<file path="config.mk">
export PLATFORM = sky130hd
export DESIGN_NAME = feedback_loop_mc
export DESIGN_NICKNAME = d
export VERILOG_FILES = /design/src/rtl/feedback_pkg.sv /design/src/rtl/feedback_fit.sv /design/src/rtl/feedback_loop_mc.sv
export SDC_FILE = /design/constraint.sdc
export NUM_CORES = 1
export LEC_CHECK = 0
export ABC_CLOCK_PERIOD_IN_PS = 4100
export CAP_MARGIN = 10
export CORE_MARGIN = 2
export CORE_UTILIZATION = 25
export DETAILED_ROUTE_END_ITERATION = 6
export DONT_BUFFER_PORTS = 1
export PLACE_DENSITY = 0.47
export SLEW_MARGIN = 20
export SYNTH_ARGS = -nofsm -noshare
export SYNTH_HDL_FRONTEND = slang
export SYNTH_SLANG_ARGS = --single-unit
</file>
<file path="constraint.sdc">
create_clock -name system1000 -period 4.1 [get_ports system1000]
set_input_delay 0.41 -clock system1000 [delete_from_list [all_inputs] [get_ports system1000]]
set_output_delay 0.41 -clock system1000 [all_outputs]
set_load 0.02 [all_outputs]
</file>
<file path="src/rtl/feedback_pkg.sv">
// Shared helpers for the multi-channel leaky-integrator feedback loop.
// Width narrowing is done on a 64-bit signed carrier so one function serves every width.
package feedback_pkg;

  function automatic int ch_w(input int n);
    return (n <= 1) ? 1 : $clog2(n);
  endfunction

  function automatic logic signed [63:0] sat_signed(input logic signed [63:0] v, input int w);
    logic signed [63:0] hi;
    logic signed [63:0] lo;
    hi = (64'sd1 <<< (w - 1)) - 64'sd1;
    lo = -(64'sd1 <<< (w - 1));
    if (v > hi) return hi;
    if (v < lo) return lo;
    return v;
  endfunction

  // Keep the low w bits and re-extend their sign bit.
  function automatic logic signed [63:0] wrap_signed(input logic signed [63:0] v, input int w);
    logic signed [63:0] t;
    t = v <<< (64 - w);
    return t >>> (64 - w);
  endfunction

endpackage

</file>
<file path="src/rtl/feedback_fit.sv">
// Signed IN_W -> OUT_W narrowing: clamps when FEEDBACK_SAT_EN is defined, otherwise wraps.
// Purely combinational, no handshake.
module feedback_fit
  import feedback_pkg::*;
#(
  parameter int IN_W  = 18,
  parameter int OUT_W = 16
) (
  input  logic signed [IN_W-1:0]  din,
  output logic signed [OUT_W-1:0] dout
);

  logic signed [63:0] wide;
  logic signed [63:0] fitted;
  logic               unused_hi;

  always_comb begin
    wide = {{(64 - IN_W){din[IN_W-1]}}, din};
`ifdef FEEDBACK_SAT_EN
    fitted = sat_signed(wide, OUT_W);
`else
    fitted = wrap_signed(wide, OUT_W);
`endif
  end

  assign dout      = fitted[OUT_W-1:0];
  assign unused_hi = ^fitted[63:OUT_W];

endmodule

</file>
<file path="src/rtl/feedback_loop_mc.sv">
// Time-multiplexed leaky integrator y = x + y - (y >>> SHIFT); 1-cycle latency, in_ready = !out_valid || out_ready.
// Overflow mode selected by FEEDBACK_SAT_EN (saturate) or its absence (wrap).
module feedback_loop_mc
  import feedback_pkg::*;
#(
  parameter int DATA_W   = 8,
  parameter int ACC_W    = 16,
  parameter int CHANNELS = 4,
  parameter int SHIFT    = 3,
  localparam int CH_W    = ch_w(CHANNELS)
) (
  input  logic                     system1000,
  input  logic                     system1000_rst,
  input  logic                     in_valid,
  output logic                     in_ready,
  input  logic signed [DATA_W-1:0] in_data,
  input  logic [CH_W-1:0]          in_chan,
  input  logic                     clear,
  output logic                     out_valid,
  input  logic                     out_ready,
  output logic signed [DATA_W-1:0] out_data,
  output logic [CH_W-1:0]          out_chan,
  output logic                     chan_err
);

  logic signed [ACC_W-1:0]  acc [CHANNELS];
  logic signed [ACC_W-1:0]  cur;
  logic signed [ACC_W-1:0]  leak;
  logic signed [ACC_W+1:0]  cur_x;
  logic signed [ACC_W+1:0]  din_x;
  logic signed [ACC_W+1:0]  leak_x;
  logic signed [ACC_W+1:0]  nxt;
  logic signed [ACC_W-1:0]  acc_fit;
  logic signed [ACC_W-1:0]  scaled;
  logic signed [DATA_W-1:0] data_fit;
  logic                     accept;
  logic                     chan_ok;

  assign in_ready = !out_valid || out_ready;
  assign accept   = in_valid && in_ready;
  assign chan_ok  = (32'(in_chan) < CHANNELS);

  // A simultaneous clear makes the accepted sample start from an empty accumulator.
  assign cur    = (clear || !chan_ok) ? '0 : acc[in_chan];
  assign leak   = cur >>> SHIFT;
  assign cur_x  = {{2{cur[ACC_W-1]}}, cur};
  assign din_x  = {{(ACC_W + 2 - DATA_W){in_data[DATA_W-1]}}, in_data};
  assign leak_x = {{2{leak[ACC_W-1]}}, leak};
  assign nxt    = cur_x + din_x - leak_x;

  feedback_fit #(.IN_W(ACC_W + 2), .OUT_W(ACC_W)) u_fit_acc (
    .din  (nxt),
    .dout (acc_fit)
  );

  assign scaled = acc_fit >>> SHIFT;

  feedback_fit #(.IN_W(ACC_W), .OUT_W(DATA_W)) u_fit_data (
    .din  (scaled),
    .dout (data_fit)
  );

  always_ff @(posedge system1000) begin
    if (system1000_rst) begin
      for (int i = 0; i < CHANNELS; i++) acc[i] <= '0;
      out_valid <= 1'b0;
      out_data  <= '0;
      out_chan  <= '0;
      chan_err  <= 1'b0;
    end else begin
      if (out_valid && out_ready) out_valid <= 1'b0;
      if (clear) begin
        for (int i = 0; i < CHANNELS; i++) acc[i] <= '0;
      end
      if (accept) begin
        if (chan_ok) begin
          acc[in_chan] <= acc_fit;
          out_data     <= data_fit;
          out_chan     <= in_chan;
          out_valid    <= 1'b1;
        end else begin
          chan_err <= 1'b1;
        end
      end
    end
  end

endmodule

</file>
# Yosys cells after proc, flatten, opt, wreduce, memory -nomap -nowiden
# Memories as Yosys holds them, arrays and structs flattened.
# Cells that the tools add are included.
# Widths: inputs -> output; s select.
# op_classes
n_addsub	2
n_mux	15
bitwise	4
n_reduce_logical	5
# op_table
cell	n
$mux 16	5
$add 16x8->16	1
$sub 16x13->16	1
$mux 1	10
$or 1x1->1	4
$logic_and 1x1->1	2
$reduce_bool 2->1	1
$logic_not 1->1	1
$logic_or 1x1->1	1
# word_totals
ff_bits	11
mem_bits_rw	64
inputBits	15
out_inout_bits	13
word_cells	30
mem_count	1
# mem_list
memory	words	width	read_ports	rd_clocked_by_memory_dff	wr	line	text
acc	4	16	1	0	5	feedback_loop_mc.sv:26	logic signed [ACC_W-1:0] acc [CHANNELS];

# Logic depth before layout (Yosys ltp)
# Gate-level depths: netlist of run 1.
# logic_depth
word_depth	6
mapped_depth	16
ltp_nobuf	14

# Hierarchy
# Synthesis of run 1 repeated with hierarchy kept, for this count alone.
# hier_totals
cells_unflattened	457
area_unflattened_um2	4926.0
# by_module_without_submodules
mod	instances	cells_each	area_per_inst_um2	seq_area_each_um2
feedback_loop_mc	1	433	4745.8	2142.1
feedback_fit (u_fit_acc)	1	16	120.1	0.0
feedback_fit (u_fit_data)	1	8	60.1	0.0

# Worst setup path before layout of run 1
# Ideal clock, no wire load.
# synth_timing
path_type	input to register
start	input in_chan[0]
end	memory acc[1][9] (data pin)
setup_ns	0.266
t_arrival_ns	3.373
required_ns	3.834
path_slack_ns	0.461
stages	15
n_path_buf	4
path_cell_list	buf_4 -> buf_4 -> buf_4 -> a211oi_1 -> a211o_1 -> inv_1 -> fa_1 -> inv_1 -> ha_1 -> buf_6 -> a21o_1 -> a31o_4 -> or4b_4 -> nand3_2 -> nor2_1
# synth_rtl
element	line	text
from (decl)	feedback_loop_mc.sv:17	input logic [CH_W-1:0] in_chan,
to (decl)	feedback_loop_mc.sv:26	

==> qor.csv, run 1 <==
metric,value,unit
worstRegToRegCells,14,
io_pins,28,
yosysUniqueCellTypes,54,
grt_pass1_wl,18700,µm
synth-async-reset-ratio,0,
min-delay-start,system1000_rst,
first_pass_iters,4,
crit_family,compound AO/OA/AOI/OAI gates,
cap_violations,0,
setup_ws,0.446,ns
slowest_delay,0.56,ns
synth_top_area_share,0.412,
drive_gt1_frac,0.0819,
status,"complete, no violations",
crit_arrival,3.83,ns
final_common_cell,edfxtp_1,
syn_area_per_cell,10.3,µm²
fin_skew,0.00872,ns
synthFlopType,edfxtp_1,
synth_warnings,0,
antenna_cells,0,
wirelength,11800,µm
via_per_inst,4.81,
hp-class,input pin to register,
drtIter0Drc,207,
yosysTopAreaCell,edfxtp_1,
rows,49,
final_nets,494,
worstSetupEndpointType,register,
syn_area,0.00466,mm²
grt_pass1_vias,3304,
grt_max_degree,46,
fin_setup_tns,0,ns
drc,0,
holdWs,0.143,ns
p_per_area,473,mW/mm²
crit_path_top_delay_cell,a21oi_1,
relSlewSlack,0.358,
synth-seq-cells,75,
portBuffers,0,
clockRootBuffer,clkbuf_16,
die_y,141,µm
worst-path-buf-inv,3,
fmax,274,MHz
cts.sinks,75,
initial_core_util,0.257,
fin_crit_sh,0.891,
reg2reg_from,acc[0][3],
wl_per_cell,17.3,µm
post-route-util,0.285,
crit-reg2reg-capture,acc[0][12],
hold_buffers,0,
routabilityCongestion,0.801,
postSynthCellCount,454,
slew_violations,0,
hold_depth,1,
finalSetupViolations,0,
cp_common_cell,inv_1,
p_leak,2.17,nW
crit_chain,"nor2b_1, a211oi_1, a211o_1, inv_1, ha_1, inv_1, ha_1, inv_1, fa_1, and2b_1, o2111ai_1, a21oi_1, o211ai_1, nor2_1",
die_w,141,µm
cp_num_cells,14,
path_class,register to register,
antenna_found_initial,0,
tritoncts,yes,
final_cell_mix,"64 x edfxtp_1, 55 x inv_1, 52 x nor2_1, 29 x a21oi_1, 25 x nand2_1",
ctsResizeCount,0,
ant_nets,0,
cp_max_fo,7,
place_ws,0.484,ns
worstPathRequired,4.28,ns
die_area,0.0198,mm²
critPathLaunchType,register,
ir_drop,210,µV
synth_edf_count,64,
synth.area.top_cells,"edfxtp_1 41%, fa_1 6.4%, dfxtp_1 4.7%",
min_period,3.65,ns
min_to,out_data[2],
htree_levels,3,
tightest_slew,0.960,ns
grt_use_total,0.125,
dr_total_vias,3276,
dp_hpwl,8040,µm
rsz0062_at_grt,false,
yosysSeqAreaShare,0.459,
r2r_setup_slack,0.45,ns
post_cts_buffers,0,
syn2layout_area_growth,11.0,%
cts_made_buffers,9,
clock_latency,0.33,ns
clock_path_buffers,2,
hold_viol,0,
syn_nets,501,
grt-ovfl-total,0,
core,0.0181,mm²
clkSlewWorstSetupHoldPaths,0.06,ns
stage by stage:
| stage | total power [W] | instances | instance area (µm²) |
|---|---|---|---|
| finish | 0.00245 | 681 | 5180 |
| floorplan | 0.00151 | 454 | 4660 |
| CTS | 0.00247 | 681 | 5180 |
| detailed placement | 0.00168 | 665 | 4880 |
| global route | 0.00260 | 681 | 5180 |
| global placement | 0.00167 | 665 | 4880 |
registers in the layout, summed over array words and instances, names as in the netlist:
signal	count
acc	64
out_chan	2
out_data	8
out_valid	1
how the worst max path moves through the flow:
stage                       endpoint  slack, ns  startpoint
after floorplan            acc[1][9]       0.46  in_chan[0]
after global placement     acc[0][8]       0.48  in_chan[0]
after detailed placement  acc[0][12]       0.48   acc[0][4]
after CTS                 acc[3][12]       0.44   acc[0][4]
after global routing      acc[2][12]       0.17  acc[0][10]
final                     acc[0][12]       0.45   acc[0][3]
per-layer routing:
layer  part of all wire  track usage  routed length (µm)
met5                  0            0                   0
met4             0.0085       0.0332                 100
met3              0.069       0.0315                 805
met2               0.45        0.187                5270
met1               0.47        0.180                5570
synth_stat cells, types with 7 or more instances:
cell / instances
o21ai_0: 9
nor2b_1: 12
edfxtp_1: 64
mux2i_1: 15
nor2_1: 52
inv_1: 55
a21oi_1: 29
clkbuf_1: 15
nand2b_1: 7
nand2_1: 25
fa_1: 15
dfxtp_1: 11
a211oi_1: 14
ha_1: 17
nor3_1: 23
a211o_1: 13
nand3_1: 7
area by class of cell:
cell class                 instances  area [µm²]
clock buffer                      11         243
clock inverter                     5        52.6
fill                            1905       13000
inverter                          55         206
multi-input combinational        298        2190
sequential                        75        2140
tap                              229         287
timing repair buffer               8        60.1
power by group:
group | leakage, nW | switching [W] | internal [W]
clock | 0.145 | 0.000297 | 0.000485
combinational | 1.22 | 0.000462 | 0.000265
sequential | 0.806 | 0.0000426 | 0.000898
cells by family after synthesis:
logic type      synth area share
mux                       0.0564
flops                      0.459
other cells             0.000804
buf+inv                   0.0717
simple gates               0.154
compound gates             0.138
fa+ha+maj                  0.110
xor+xnor                 0.00940
(Power assumes the default switching activity.)
==> run 2, diff against run 1 <==
- CTS_BUF_LIST: default -> sky130_fd_sc_hd__clkbuf_4
- SLEW_MARGIN: 20 -> default
- TNS_END_PERCENT: default -> 30
==> qor.csv, run 2 (synthesis gave the netlist of run 1 again) <==
metric,value,unit,change
final_nets,495,,+0.20%
wirelength,11800,µm,+0.65%
clock_path_buffers,2,,unchanged
fin_crit_sh,0.899,,+0.00799
die_w,141,µm,unchanged
dp.cells,665,,unchanged
first_pass_iters,4,,unchanged
slowest_delay,0.57,ns,about the same
die_y,141,µm,unchanged
dr_total_vias,3279,,+0.092%
top_register,acc,,
cts.sinks,75,,unchanged
core,0.0181,mm²,unchanged
critPathLaunch,acc[0][4],,
cp_max_fo,7,,unchanged
grt_max_degree,46,,unchanged
hold_viol,0,,unchanged
worstRegToRegCells,11,,-3
min_period,3.69,ns,+0.0327 ns
clkSlewWorstSetupHoldPaths,0.14,ns,+0.08 ns
r2r_setup_slack,0.41,ns,-0.03 ns
drive_gt1_frac,0.0817,,-0.000181
largest_register_ff_count,64,,unchanged
fin_skew,0.0249,ns,+0.0162 ns
crit_end,acc[2][12],,
routabilityCongestion,0.801,,unchanged
hp-class,input pin to register,,
grt-ovfl-total,0,,unchanged
clockRootBuffer,clkbuf_4,,
final_cell_mix,"64 x edfxtp_1, 55 x inv_1, 52 x nor2_1, 29 x a21oi_1, 25 x nand2_1",,
path_class,register to register,,
rows,49,,unchanged
relSlewSlack,0.365,,+0.00716
ant_nets,0,,unchanged
p_leak,2.10,nW,-3.1%
wl_per_cell,17.3,µm,+0.35%
crit-reg2reg-capture,acc[2][12],,
dp_hpwl,8040,µm,unchanged
cp_num_cells,11,,-3
initial_core_util,0.257,,unchanged
cap_violations,0,,unchanged
tritoncts,yes,,
slew_violations,0,,unchanged
worst-path-buf-inv,1,,-2
status,"complete, no violations",,
reg2reg_from,acc[0][4],,
crit_path_top_delay_cell,a21oi_1,,
critPathLaunchType,register,,
crit_arrival,3.96,ns,+0.13 ns
antenna_found_initial,1,,+1
grt_pass1_vias,3316,,+0.36%
route.top_layer_used,met4,,
ctsResizeCount,0,,unchanged
grt_use_total,0.124,,-0.000509
via_per_inst,4.80,,-0.20%
cp_common_cell,fa_1,,
top_regs,"acc: 64 flops, out_data: 8 flops, out_chan: 2 flops",,
fmax,271,MHz,-0.89%
die_area,0.0198,mm²,unchanged
rsz0062_at_grt,false,,
clock_latency,0.43,ns,+0.10 ns
cts_made_buffers,9,,unchanged
io_pins,28,,unchanged
tightest_slew,0.950,ns,-0.0107 ns
final_common_cell,edfxtp_1,,
worstPathRequired,4.37,ns,+0.09 ns
final_cells,683,,+0.29%
crit_chain,"nor2b_1, a211oi_1, a211o_1, inv_1, fa_1, fa_1, and2b_1, o2111ai_1, a21oi_1, o211ai_1, nor2_1",,
met2_length,5130,µm,-2.7%
drc,0,,unchanged
grt_pass1_wl,18700,µm,-0.22%
syn2layout_area_growth,7.78,%,
wl_met3,602,µm,-25%
fillers,1924,,+1.0%
drtIter0Drc,156,,-25%
wl_met1,5950,µm,+6.7%
portBuffers,0,,unchanged
p_per_area,423,mW/mm²,-11%
crit_family,compound AO/OA/AOI/OAI gates,,
ir_drop,190,µV,-9.4%
finalSetupViolations,0,,unchanged
fin_setup_tns,0,ns,unchanged
htree_levels,3,,unchanged
worstSetupEndpointType,register,,
-- run 2: cell types whose count changed in the layout (fill, tap and decap cells not counted), sizes merged --
cell | before | now
clkinv | 3 | 4
clkbuf | 11 | 10
dlygate4sd3 | 0 | 1
diode | 0 | 1
-- run 2: where the power goes --
part           total [W]  internal (W)  switching (W)
Sequential      0.000939      0.000897      0.0000426
Combinational   0.000730      0.000265       0.000464
Clock           0.000457      0.000188       0.000269
-- run 2: what timing repair did --
action	4_1_cts	5_1_grt
endpoints found under the hold margin	0	1
hold buffers	0	1
setup buffers	0	0
-- run 2: area by class of cell --
type	instances	area [µm²]	area share
diodes	1	2.50	0.000498
well taps	229	287	0.0570
repair buffers	9	70.1	0.0139
clock inverters	6	56.3	0.0112
multi-input cells	298	2190	0.435
inverters	55	206	0.0411
flip-flops and latches	75	2140	0.426
clock buffers	10	75.1	0.0149
-- run 2: routing by layer --
metal / global-route usage / vias up
met5: 0 / -
met4: 0.0379 / 0
met3: 0.0274 / 10
met2: 0.188 / 67
met1: 0.178 / 1620
li1: - / 1582
-- run 2: how the worst min path moves through the flow --
stage	from	end	slack, ns	cells after the start
after floorplan	out_data[6]	out_data[6]	0.53	2
after global placement	system1000_rst	out_valid	0.48	1
after detailed placement	system1000_rst	out_data[6]	0.48	1
after CTS	system1000_rst	out_valid	0.002	1
after global routing	system1000_rst	out_data[1]	0.0005	1
final	system1000_rst	out_valid	0.03	1
-- run 2: per-stage QoR --
stage | utilization | area (µm²) | power, W | hold slack [ns] | worst slack (ns)
after global placement | 0.269 | 4880 | 0.00167 | 0.483 | 0.479
after global routing | 0.277 | 5020 | 0.00226 | 0.000545 | 0.150
final | 0.277 | 5020 | 0.00213 | 0.0332 | 0.414
after floorplan | - | 4660 | 0.00151 | 0.530 | 0.461
after detailed placement | 0.269 | 4880 | 0.00168 | 0.482 | 0.484
after CTS | 0.276 | 5010 | 0.00213 | 0.00242 | 0.419
